[src/rtl/frec_meter.sv]
// Gated frequency counter: counts rising edges of an asynchronous input over a
// fixed window of GATE_CYCLES clocks and publishes the count once per window.
module frec_meter #(
  parameter int unsigned GATE_CYCLES = 50_000_000,
  parameter int unsigned CNT_W       = 26
) (
  input  logic             iClk,
  input  logic             iRst_n,
  input  logic             iEnable,
  input  logic             iSig,
  output logic [CNT_W-1:0] oCount,
  output logic             oValid,
  output logic             oOverflow,
  output logic             oBusy
);

  localparam int unsigned      GW       = $clog2(GATE_CYCLES);
  localparam logic [GW-1:0]    GateLast = GW'(GATE_CYCLES - 1);
  localparam logic [CNT_W-1:0] CntMax   = '1;

  typedef enum logic [0:0] {
    StIdle,
    StGate
  } state_e;

  state_e r_state;
  state_e w_state_d;

  logic r_sync1;
  logic r_sync2;
  logic r_prev;
  logic r_rise;

  logic [GW-1:0]    r_gate_cnt;
  logic [GW-1:0]    w_gate_cnt_d;
  logic [CNT_W-1:0] r_edge_cnt;
  logic [CNT_W-1:0] w_edge_cnt_d;
  logic             r_sat;
  logic             w_sat_d;

  logic [CNT_W-1:0] r_count;
  logic [CNT_W-1:0] w_count_d;
  logic             r_ovf;
  logic             w_ovf_d;
  logic             r_valid;
  logic             w_valid_d;

  logic w_terminal;
  logic w_edge_full;

  // Synchronizer and edge detector run in every state so that a level already
  // present when a window opens is never mistaken for an edge.
  always_ff @(posedge iClk or negedge iRst_n) begin
    if (!iRst_n) begin
      r_sync1 <= 1'b0;
      r_sync2 <= 1'b0;
      r_prev  <= 1'b0;
      r_rise  <= 1'b0;
    end else begin
      r_sync1 <= iSig;
      r_sync2 <= r_sync1;
      r_prev  <= r_sync2;
      r_rise  <= r_sync2 & ~r_prev;
    end
  end

  assign w_terminal  = (r_state == StGate) && (r_gate_cnt == GateLast);
  assign w_edge_full = (r_edge_cnt == CntMax);

  always_comb begin
    w_state_d    = r_state;
    w_gate_cnt_d = r_gate_cnt;
    w_edge_cnt_d = r_edge_cnt;
    w_sat_d      = r_sat;
    w_count_d    = r_count;
    w_ovf_d      = r_ovf;
    w_valid_d    = 1'b0;

    unique case (r_state)
      StIdle: begin
        w_gate_cnt_d = '0;
        w_edge_cnt_d = '0;
        w_sat_d      = 1'b0;
        if (iEnable) begin
          w_state_d = StGate;
        end
      end

      StGate: begin
        if (w_terminal) begin
          // The terminal cycle's own edge is folded into the published result.
          if (r_rise && w_edge_full) begin
            w_count_d = CntMax;
            w_ovf_d   = 1'b1;
          end else begin
            w_count_d = r_edge_cnt + CNT_W'(r_rise);
            w_ovf_d   = r_sat;
          end
          w_valid_d    = 1'b1;
          w_gate_cnt_d = '0;
          w_edge_cnt_d = '0;
          w_sat_d      = 1'b0;
          w_state_d    = iEnable ? StGate : StIdle;
        end else if (!iEnable) begin
          w_gate_cnt_d = '0;
          w_edge_cnt_d = '0;
          w_sat_d      = 1'b0;
          w_state_d    = StIdle;
        end else begin
          w_gate_cnt_d = r_gate_cnt + GW'(1);
          if (r_rise) begin
            if (w_edge_full) begin
              w_sat_d = 1'b1;
            end else begin
              w_edge_cnt_d = r_edge_cnt + CNT_W'(1);
            end
          end
        end
      end

      default: begin
        w_state_d = StIdle;
      end
    endcase
  end

  always_ff @(posedge iClk or negedge iRst_n) begin
    if (!iRst_n) begin
      r_state    <= StIdle;
      r_gate_cnt <= '0;
      r_edge_cnt <= '0;
      r_sat      <= 1'b0;
      r_count    <= '0;
      r_ovf      <= 1'b0;
      r_valid    <= 1'b0;
    end else begin
      r_state    <= w_state_d;
      r_gate_cnt <= w_gate_cnt_d;
      r_edge_cnt <= w_edge_cnt_d;
      r_sat      <= w_sat_d;
      r_count    <= w_count_d;
      r_ovf      <= w_ovf_d;
      r_valid    <= w_valid_d;
    end
  end

  assign oCount    = r_count;
  assign oOverflow = r_ovf;
  assign oValid    = r_valid;
  assign oBusy     = (r_state == StGate);

endmodule
[config.mk]
export PLATFORM = sky130hd
export DESIGN_NAME = frec_meter
export DESIGN_NICKNAME = d
export VERILOG_FILES = /design/src/rtl/frec_meter.sv
export SDC_FILE = /design/constraint.sdc
export NUM_CORES = 1
export LEC_CHECK = 0
export ABC_AREA = 0
export ABC_CLOCK_PERIOD_IN_PS = 2950
export BUFFER_PORTS_ARGS = -buffer_cell sky130_fd_sc_hd__buf_2
export CAP_MARGIN = 20
export CORE_MARGIN = 4
export CORE_UTILIZATION = 55
export DETAILED_ROUTE_END_ITERATION = 16
export GPL_TIMING_DRIVEN = 0
export PLACE_DENSITY = 0.86
export SETUP_SLACK_MARGIN = 0.02
export SYNTH_ARGS = -nofsm -noshare
export SYNTH_HDL_FRONTEND = slang
export SYNTH_SLANG_ARGS = --single-unit
[constraint.sdc]
create_clock -name iClk -period 2.95 [get_ports iClk]
set_clock_uncertainty 0.15 [all_clocks]
set_input_delay 0.59 -clock iClk [delete_from_list [all_inputs] [get_ports iClk]]
set_output_delay 0.59 -clock iClk [all_outputs]
set_load 0.1 [all_outputs]
==> results.yml, run 1 <==
status:
  outcome: "complete, no violations"
grt:
  grt-ovfl-total: 0
  grt_max_degree: 46
  grt_pass1_wl_um: 16350
  grt_usage_pct: 20.70
  antenna_found_initial: 0
  grt_pass1_vias: 3377
sta:
  hold_violations: 0
  worstMarginPinSlew_ps: 706.2
  worst_slack_ps: 488.4
  slew_viol_final: 0
  fmax_ghz: 0.4062
  setup_tns_ps: 0
  setup-violations-final: 0
  post-route-period-util_pct: 83.44
  period_needed_ps: 2462
  rsz0062_at_grt: "false"
  relSlewSlack_pct: 52.49
clock_network:
  postCtsHoldBufs: 0
  cts_resized: 0
  clk_pin_slew_ps: 90
  cts_root_buf: "clkbuf_8"
  cts_max_path_buffers: 2
  cts_buffers: 9
  tritoncts: "yes"
  cts_max_level: 3
  post_cts_buffers: 0
  clock_latency_ps: 360
  clock_sinks: 86
detailed_routing:
  wl_um: 9724
  drc: 0
  drtIter0Drc: 266
  via_count: 3472
  ant_nets: 0
  via_per_inst: 5.682
  wl_per_cell_um: 15.91
  drt-pass1-iter-count: 6
yosys:
  yosysWarnings: 0
  syn_area_per_cell_um2: 9.898
  synthXorXnorAreaFrac_pct: 10.17
  syn-cell-area_um2: 4563
  yosys.area_share.simple_pct: 25.83
  synthMuxAreaShare_pct: 0.4387
  syn_inst: 461
  synth_compound_area_share_pct: 10.36
  synth_area_leaders: "dfrtp_1 47%, xnor2_1 6.5%, nor2_1 6.5%"
  synth_edf_count: 0
  yosys_register_bits: 86
  synth_top_area_share_pct: 47.16
  async_flop_share_pct: 100.0
  synth_fp_nets: 470
  ys_types: 51
  ys.flop_type: "dfrtp_1"
  synthAdderAreaFrac_pct: 1.371
  synth_largest_area_cell: "dfrtp_1"
  yosysSeqAreaShare_pct: 47.16
  synth_top_family_by_area: "simple AND/OR/NAND/NOR gates"
power_and_ir_drop:
  peakVddDrop_uv: 221.9
  p_per_area_nw_per_um2: 388.6
  finalPower_mw: 1.955
  p_leak_nw: 2.014
floorplanning:
  die_y_um: 99.09
  pin_count: 33
  die_area_um2: 9818
  initial_core_util_pct: 57.85
  num_rows: 32
  die_w_um: 99.09
  core_um2: 7888
hold_path:
  min_path_type: "in -> async"
final_layout:
  fin_nets: 514
  drive_gt1_share_pct: 21.81
  area_growth_pct: 10.23
  antenna_cells: 0
worst_setup_path:
  r2r_slack_ps: 490
  cp.required_ps: 3040
  arrival_ps: 2550
  cp_max_fo: 10
  crit-reg2reg-capture: "oCount[11]"
  reg2reg_from: "r_gate_cnt[18]"
  start_kind: "flop"
  path_class: "reg -> reg"
  crit_path_end_kind: "flop"
  reg2reg_depth: 6
run:
  drv_cap: 0
placement:
  dpl.hpwl_um: 7021
  numPortBuffers: 32
  gp_congestion: 0.9042
  post-place-ws_ps: 503.3
## where the power goes
group	switching, mW	internal (mW)
clock	0.407	0.299
combinational	0.0471	0.0133
sequential	0.00552	1.18
total	0.460	1.49
## cells in the final DEF (no fill, tap or decap), drive strengths merged, types with 15 or more instances in the layout
master / count
a21oi: 45
buf: 53
dfrtp: 86
nand2: 30
nand3: 20
nand4: 16
nor2: 79
or3: 15
xnor2: 34
xor2: 19
## stage by stage
stage / instances / cell area, µm² / util [%] / hold slack, ps
2_1_floorplan: 461 / 4563 / - / 144.4
3_3_place_gp: 595 / 4851 / 61.50 / 185.0
3_5_place_dp: 596 / 4873 / 61.79 / 187.9
4_1_cts: 611 / 5030 / 63.77 / 67.99
5_1_grt: 611 / 5030 / 63.77 / 97.53
6_report: 611 / 5030 / 63.77 / 52.08
## sequential cells by signal, summed over array words and instances, names as in the netlist
signal,count
r_gate_cnt,26
r_sat,1
oCount,26
oOverflow,1
r_edge_cnt,26
r_prev,1
r_sync2,1
oValid,1
oBusy,1
r_sync1,1
r_rise,1
## metal layers
metal	wire (µm)	vias to the layer above	GRT usage [%]
met4	169	0	7.773
met2	4856	107	34.71
met3	528	16	3.326
li1	-	1701	-
met5	0	-	0
met1	4169	1648	27.00
## cells by family after synthesis
family	after synthesis
AOI/OAI and AO/OA	70
xor gates and xnor gates	53
adders and majority gates	5
buffers and inverters	26
DFF	86
muxes	2
and+or+nand+nor	219
## cell type report
class / count / area, µm²
Clock inverter: 4 / 25.02
Clock buffer: 11 / 131.4
Tap cell: 102 / 127.6
Inverter: 4 / 15.01
Buffer: 22 / 197.7
Timing Repair Buffer: 33 / 182.7
Sequential cell: 86 / 2152
Multi-Input combinational cell: 349 / 2198
Fill cell: 638 / 2858
## worst max-delay path: stages (launching register included)
cell and delay, ps:
dfrtp_1 470, or4_4 590, nor4_4 330, nand3_2 150, a31oi_4 360, buf_8 210, a21oi_2 60
## cell usage after synthesis, types with 3 or more instances
cell / count
xnor2_1: 34
or3_1: 14
nor4_1: 7
and3_1: 4
or4_4: 3
or2_2: 3
o21ai_0: 12
inv_1: 4
or4_1: 8
a21oi_1: 25
dfrtp_1: 86
nand2_1: 30
nand3_1: 18
nand4_1: 15
xor2_1: 19
nor3_1: 14
o31ai_1: 4
nor2_1: 79
buf_2: 7
and4_1: 3
ha_1: 5
buf_4: 7
a21oi_2: 20
## worst max-delay path by stage
stage	from	to	slack, ps	depth (start not counted)
CTS	r_rise	oCount[25]	480	6
global placement	iRst_n	r_gate_cnt[5]	470	1
finish	r_gate_cnt[18]	oCount[11]	490	6
detailed placement	r_rise	oCount[25]	500	6
global route	r_gate_cnt[18]	oCount[7]	360	6
floorplan	oBusy	oCount[10]	650	6
No activity file was read; power rests on OpenSTA's default activity.
==> run 2, diff against run 1 <==
ABC_CLOCK_PERIOD_IN_PS = 2500   (was 2950)
clock period = 2.5 ns   (was 2.95 ns; I/O delays follow)
==> run 2 against run 1 <==
Register-to-register slack got worse by 370 ps. Die area unchanged. Sequential power up 18%. Hold slack improved by 35 ps. Setup slack got worse by 370 ps. Total power grew 18%. Global-route usage about the same.
==> results.yml, run 2 (synthesis gave the netlist of run 1 again) <==
floorplanning:
  initial_core_util_pct: 57.85
  pin_count: 33
  num_rows: 32
  die_area_um2: 9818
  die_y_um: 99.09
  die_w_um: 99.09
  core_um2: 7888
sta:
  rsz0062_at_grt: "false"
  slew_viol_final: 0
  post-route-period-util_pct: 95.27
  worst_slack_ps: 118.2
  hold_violations: 0
  worstMarginPinSlew_ps: 708.8
  fmax_ghz: 0.4199
  setup_tns_ps: 0
  relSlewSlack_pct: 52.31
  setup-violations-final: 0
  period_needed_ps: 2382
power_and_ir_drop:
  p_per_area_nw_per_um2: 456.6
  power.internal_mw: 1.765
  switchingPower_mw: 0.5456
  p_seq_share_pct: 60.7
  peakVddDrop_uv: 264.6
  clkPwrFrac_pct: 36.2
  pwr-share-comb_pct: 3.1
  netSwitchingFraction_pct: 23.61
  p_leak_nw: 2.027
final_layout:
  final_common_cell: "dfrtp_1"
  area_growth_pct: 10.91
  antenna_cells: 0
  drive_gt1_share_pct: 22.46
  mostFrequentLayoutCells: "85 x dfrtp_1, 79 x nor2_1, 38 x buf_2"
  final_util_pct: 64.17
  fin_nets: 517
  design_area_um2: 5061
grt:
  grt.busiest_layer: "met2"
  grtUsageMet2_pct: 34.81
  grtUsageMet1_pct: 27.00
  grt_pass1_wl_um: 16380
  grt_max_degree: 46
  antenna_found_initial: 0
  grt_use_met3_pct: 3.326
  grt_pass1_vias: 3389
  grt_usage_pct: 20.73
  grt-ovfl-total: 0
clock_network:
  clk_pin_slew_ps: 80
  clock_latency_ps: 360
  cts_root_buf: "clkbuf_8"
  cts_max_path_buffers: 2
  cts_max_level: 3
  clock_sinks: 86
  cts_buffers: 9
  tritoncts: "yes"
detailed_routing:
  ant_nets: 0
  wl_per_cell_um: 16.02
  wl_um: 9838
  via_per_inst: 5.679
  drc: 0
  via_count: 3487
  drt-pass1-iter-count: 4
  drtIter0Drc: 211
worst_setup_path:
  slowest_delay_ps: 570
  arrival_ps: 2480
  start_kind: "flop"
  path_cells: "or4_4 > nor4_4 > nand3_2 > a31oi_4 > buf_8 > a21oi_2"
  path_class: "reg -> reg"
  crit_path_end_kind: "flop"
  cp_max_fo: 10
  cp.required_ps: 2600
  slowest_stage: "or4_4"
  r2r_slack_ps: 120
placement:
  numPortBuffers: 32
  gp_congestion: 0.9042
  placed_cell_area_um2: 4873
  post-place-ws_ps: 53.28
  dpl.hpwl_um: 7021
hold_path:
  min_path_type: "in -> reg"
run:
  drv_cap: 0
status:
  outcome: "complete, no violations"
==> run 2: power by group through the flow <==
stage / combinational (mW) / sequential, mW / clock [mW]
after floorplan: 0.0221 / 1.43 / 0
after global placement: 0.0668 / 1.43 / 0
after detailed placement: 0.0732 / 1.43 / 0
after CTS: 0.0743 / 1.40 / 0.856
after global routing: 0.0820 / 1.40 / 0.915
final: 0.0725 / 1.40 / 0.836
==> run 2: stage by stage <==
| step | total power [mW] | std cells | hold WS, ps |
|---|---|---|---|
| after detailed placement | 1.503 | 596 | 187.9 |
| after global placement | 1.497 | 595 | 185.0 |
| after floorplan | 1.457 | 461 | 54.41 |
| after global routing | 2.400 | 614 | 71.81 |
| after CTS | 2.332 | 612 | 86.24 |
| final | 2.311 | 614 | 87.20 |
==> run 2: per-layer routing <==
| layer | vias up | routed length [µm] | share of wire [%] |
|---|---|---|---|
| li1 | 1701 | - | - |
| met1 | 1681 | 4300 | 44 |
| met2 | 92 | 4949 | 50 |
| met3 | 13 | 425 | 4.3 |
| met4 | 0 | 162 | 1.6 |
| met5 | - | 0 | 0 |
==> run 2: final timing paths <==
kind                                start             end  depth (start not counted)
max in group asynchronous          iRst_n  r_gate_cnt[18]                          3
min in group asynchronous          iRst_n   r_edge_cnt[8]                          2
hold reg to reg                   r_sync1         r_sync2                          0
setup / recovery           r_gate_cnt[18]      oCount[11]                          6
hold / removal                       iSig         r_sync1                          1
setup reg to reg           r_gate_cnt[18]      oCount[11]                          6
==> run 2: area by class of cell <==
type	instances	area, µm²
Fill cell	638	2826
Clock inverter	4	25.02
Clock buffer	11	131.4
Inverter	4	15.01
Tap cell	102	127.6
Timing Repair Buffer	36	207.7
Buffer	22	197.7
Sequential cell	86	2153
Multi-Input combinational cell	349	2203
==> run 2: timing repair <==
action	4_1_cts	5_1_grt
resized for setup	0	2
endpoints found under the hold margin	41	0
hold buffers	1	0
setup endpoints to repair	0	22
buffers inserted	0	2
==> run 2: critical path: cells and delay by family, from the launching register on <==
family,cells,cell delay [ps]
compound gates,2,350
buf+inv,1,200
flops,1,460
simple gates,3,1080
==> run 3, diff against run 2 <==
BUFFER_PORTS_ARGS = unset   (was -buffer_cell sky130_fd_sc_hd__buf_2)
DONT_BUFFER_PORTS = 1   (was unset)
PLACE_DENSITY = 0.82   (was 0.86)
==> run 3 against run 2 <==
The run now ends with hold timing left. Combinational power is 57% lower. Sequential power hardly changed. Die area stayed put. Sequential cell count stayed put. Core utilization is 0.56 points lower. Setup slack better by 6.1 ps. Sequential share of layout area is 0.42 points higher. Register-to-register slack hardly changed.
==> results.yml, run 3 (synthesis gave the netlist of run 1 again) <==
clock_network:
  cts_max_level: 3
  clock_latency_ps: 360
  tritoncts: "yes"
  cts_max_path_buffers: 2
  clk_pin_slew_ps: 90
  clock_sinks: 86
  cts_buffers: 9
  cts_root_buf: "clkbuf_8"
floorplanning:
  initial_core_util_pct: 57.85
  core_um2: 7888
  die_y_um: 99.09
  pin_count: 33
  die_area_um2: 9818
  num_rows: 32
  die_w_um: 99.09
grt:
  antenna_found_initial: 0
  grt_pass1_vias: 3524
  grt_pass1_wl_um: 17260
  grtUsageMet2_pct: 35.90
  grtUsageMet1_pct: 28.23
  grt-ovfl-total: 0
  grt.busiest_layer: "met2"
  grt_max_degree: 87
  grt_use_met3_pct: 4.459
  grt_usage_pct: 21.57
worst_setup_path:
  cp.required_ps: 2640
  critPathBufInv: 3
  path_class: "reg -> reg"
  slowest_delay_ps: 440
  start_kind: "flop"
  cp_max_fo: 10
  crit_path_end_kind: "flop"
  slowest_stage: "nor4_4"
  timing.critical_path.mode_cell: "buf_2"
  path_cells: "buf_2 > nand4_4 > buf_4 > nor4_4 > a21o_1 > buf_2 > o21ai_0 > a21oi_1"
  arrival_ps: 2520
  cp_top_family: "buffers and inverters"
final_layout:
  fin_nets: 490
  design_area_um2: 5017
  area_growth_pct: 9.953
  seqCellArea_um2: 2156
  multiInputGateArea_um2: 2213
  final_util_pct: 63.61
  drive_gt1_share_pct: 18.97
  n_fill_cell: 622
  antenna_cells: 0
  final_common_cell: "dfrtp_1"
  mostFrequentLayoutCells: "83 x dfrtp_1, 79 x nor2_1, 34 x xnor2_1"
sta:
  post-route-period-util_pct: 95.03
  holdWs_ps: -325.4
  slew_viol_final: 0
  hold_violations: 86
  setup_tns_ps: 0
  period_needed_ps: 2376
  setup-violations-final: 0
  rsz0062_at_grt: "false"
  fmax_ghz: 0.4209
  relSlewSlack_pct: 38.37
  worstMarginPinSlew_ps: 924.4
status:
  outcome: "finished, violations left"
  violations: "hold timing"
placement:
  numPortBuffers: 0
  dpl.hpwl_um: 6982
  placed_cell_area_um2: 4691
  gp_congestion: 0.9386
power_and_ir_drop:
  p_leak_nw: 1.930
  p_per_area_nw_per_um2: 522.1
  peakVddDrop_uv: 290.8
detailed_routing:
  drc: 0
  via_per_inst: 6.160
  wl_per_cell_um: 17.73
  drtIter0Drc: 299
  ant_nets: 0
  wl_um: 10410
  drt-pass1-iter-count: 5
  via_count: 3616
run:
  drv_cap: 0
hold_path:
  min_path_type: "in -> async"
run 3: cell count changes in the layout (fill, tap and decap cells not counted), moves of 2 or more:
cell,before,now
clkinvlp_4,2,0
dfrtp_1,85,83
buf_4,10,13
bufinv_16,0,3
dfrtp_2,1,3
buf_2,38,9
run 3: repair_timing:
item | CTS | global route
pin swaps | 0 | 3
buffers inserted | 2 | 5
cloned | 0 | 1
setup endpoints to repair | 25 | 25
endpoints found under the hold margin | 86 | 87
gates resized for setup | 1 | 8
run 3: worst reg2reg max path, delay by kind of cell (launching register included):
| kind | cells | cell delay (ps) |
|---|---|---|
| simple gates | 2 | 610 |
| flops | 1 | 330 |
| buf+inv | 3 | 670 |
| compound gates | 3 | 570 |
run 3: final timing paths:
check | start | to | slack, ps | depth (start not counted)
worst max-delay path | r_edge_cnt[6] | r_edge_cnt[20] | 120 | 8
worst min-delay path | iRst_n | oCount[12] | -330 | 0
worst max register to register | r_edge_cnt[6] | r_edge_cnt[20] | 120 | 8
worst min register to register | r_sync1 | r_sync2 | 200 | 0
max in group asynchronous | iRst_n | r_edge_cnt[18] | 2350 | 0
min in group iClk | iSig | r_sync1 | 30 | 0
run 3: final cells by class:
class                      count  area share [%]
buffer                        22           3.940
clock buffer                  11           2.818
clock inverter                 4           1.895
inverter                       4          0.2993
multi-input combinational    349           44.11
sequential                    86           42.97
tap                          102           2.544
timing repair buffer           9           1.421
run 3: per-stage QoR:
stage                     total power [mW]  setup WS (ps)  instances
after floorplan                      1.457          198.4        461
after global placement               1.465         -30.15        563
after detailed placement             1.467         -95.21        563
after CTS                            2.634          108.5        580
after global routing                 2.699          17.19        587
final                                2.619          124.3        587
run 3: layer usage:
metal / routed length, µm / vias to the layer above
li1: - / 1649
met1: 4245 / 1766
met2: 5190 / 172
met3: 753 / 29
met4: 216 / 0
met5: 0 / -
run 3: where the power goes:
part / internal, mW / leakage [nW] / switching (mW)
clock network: 0.685 / 0.119 / 0.494
logic: 0.0108 / 0.625 / 0.0205
registers: 1.40 / 1.19 / 0.0125
total: 2.09 / 1.93 / 0.527
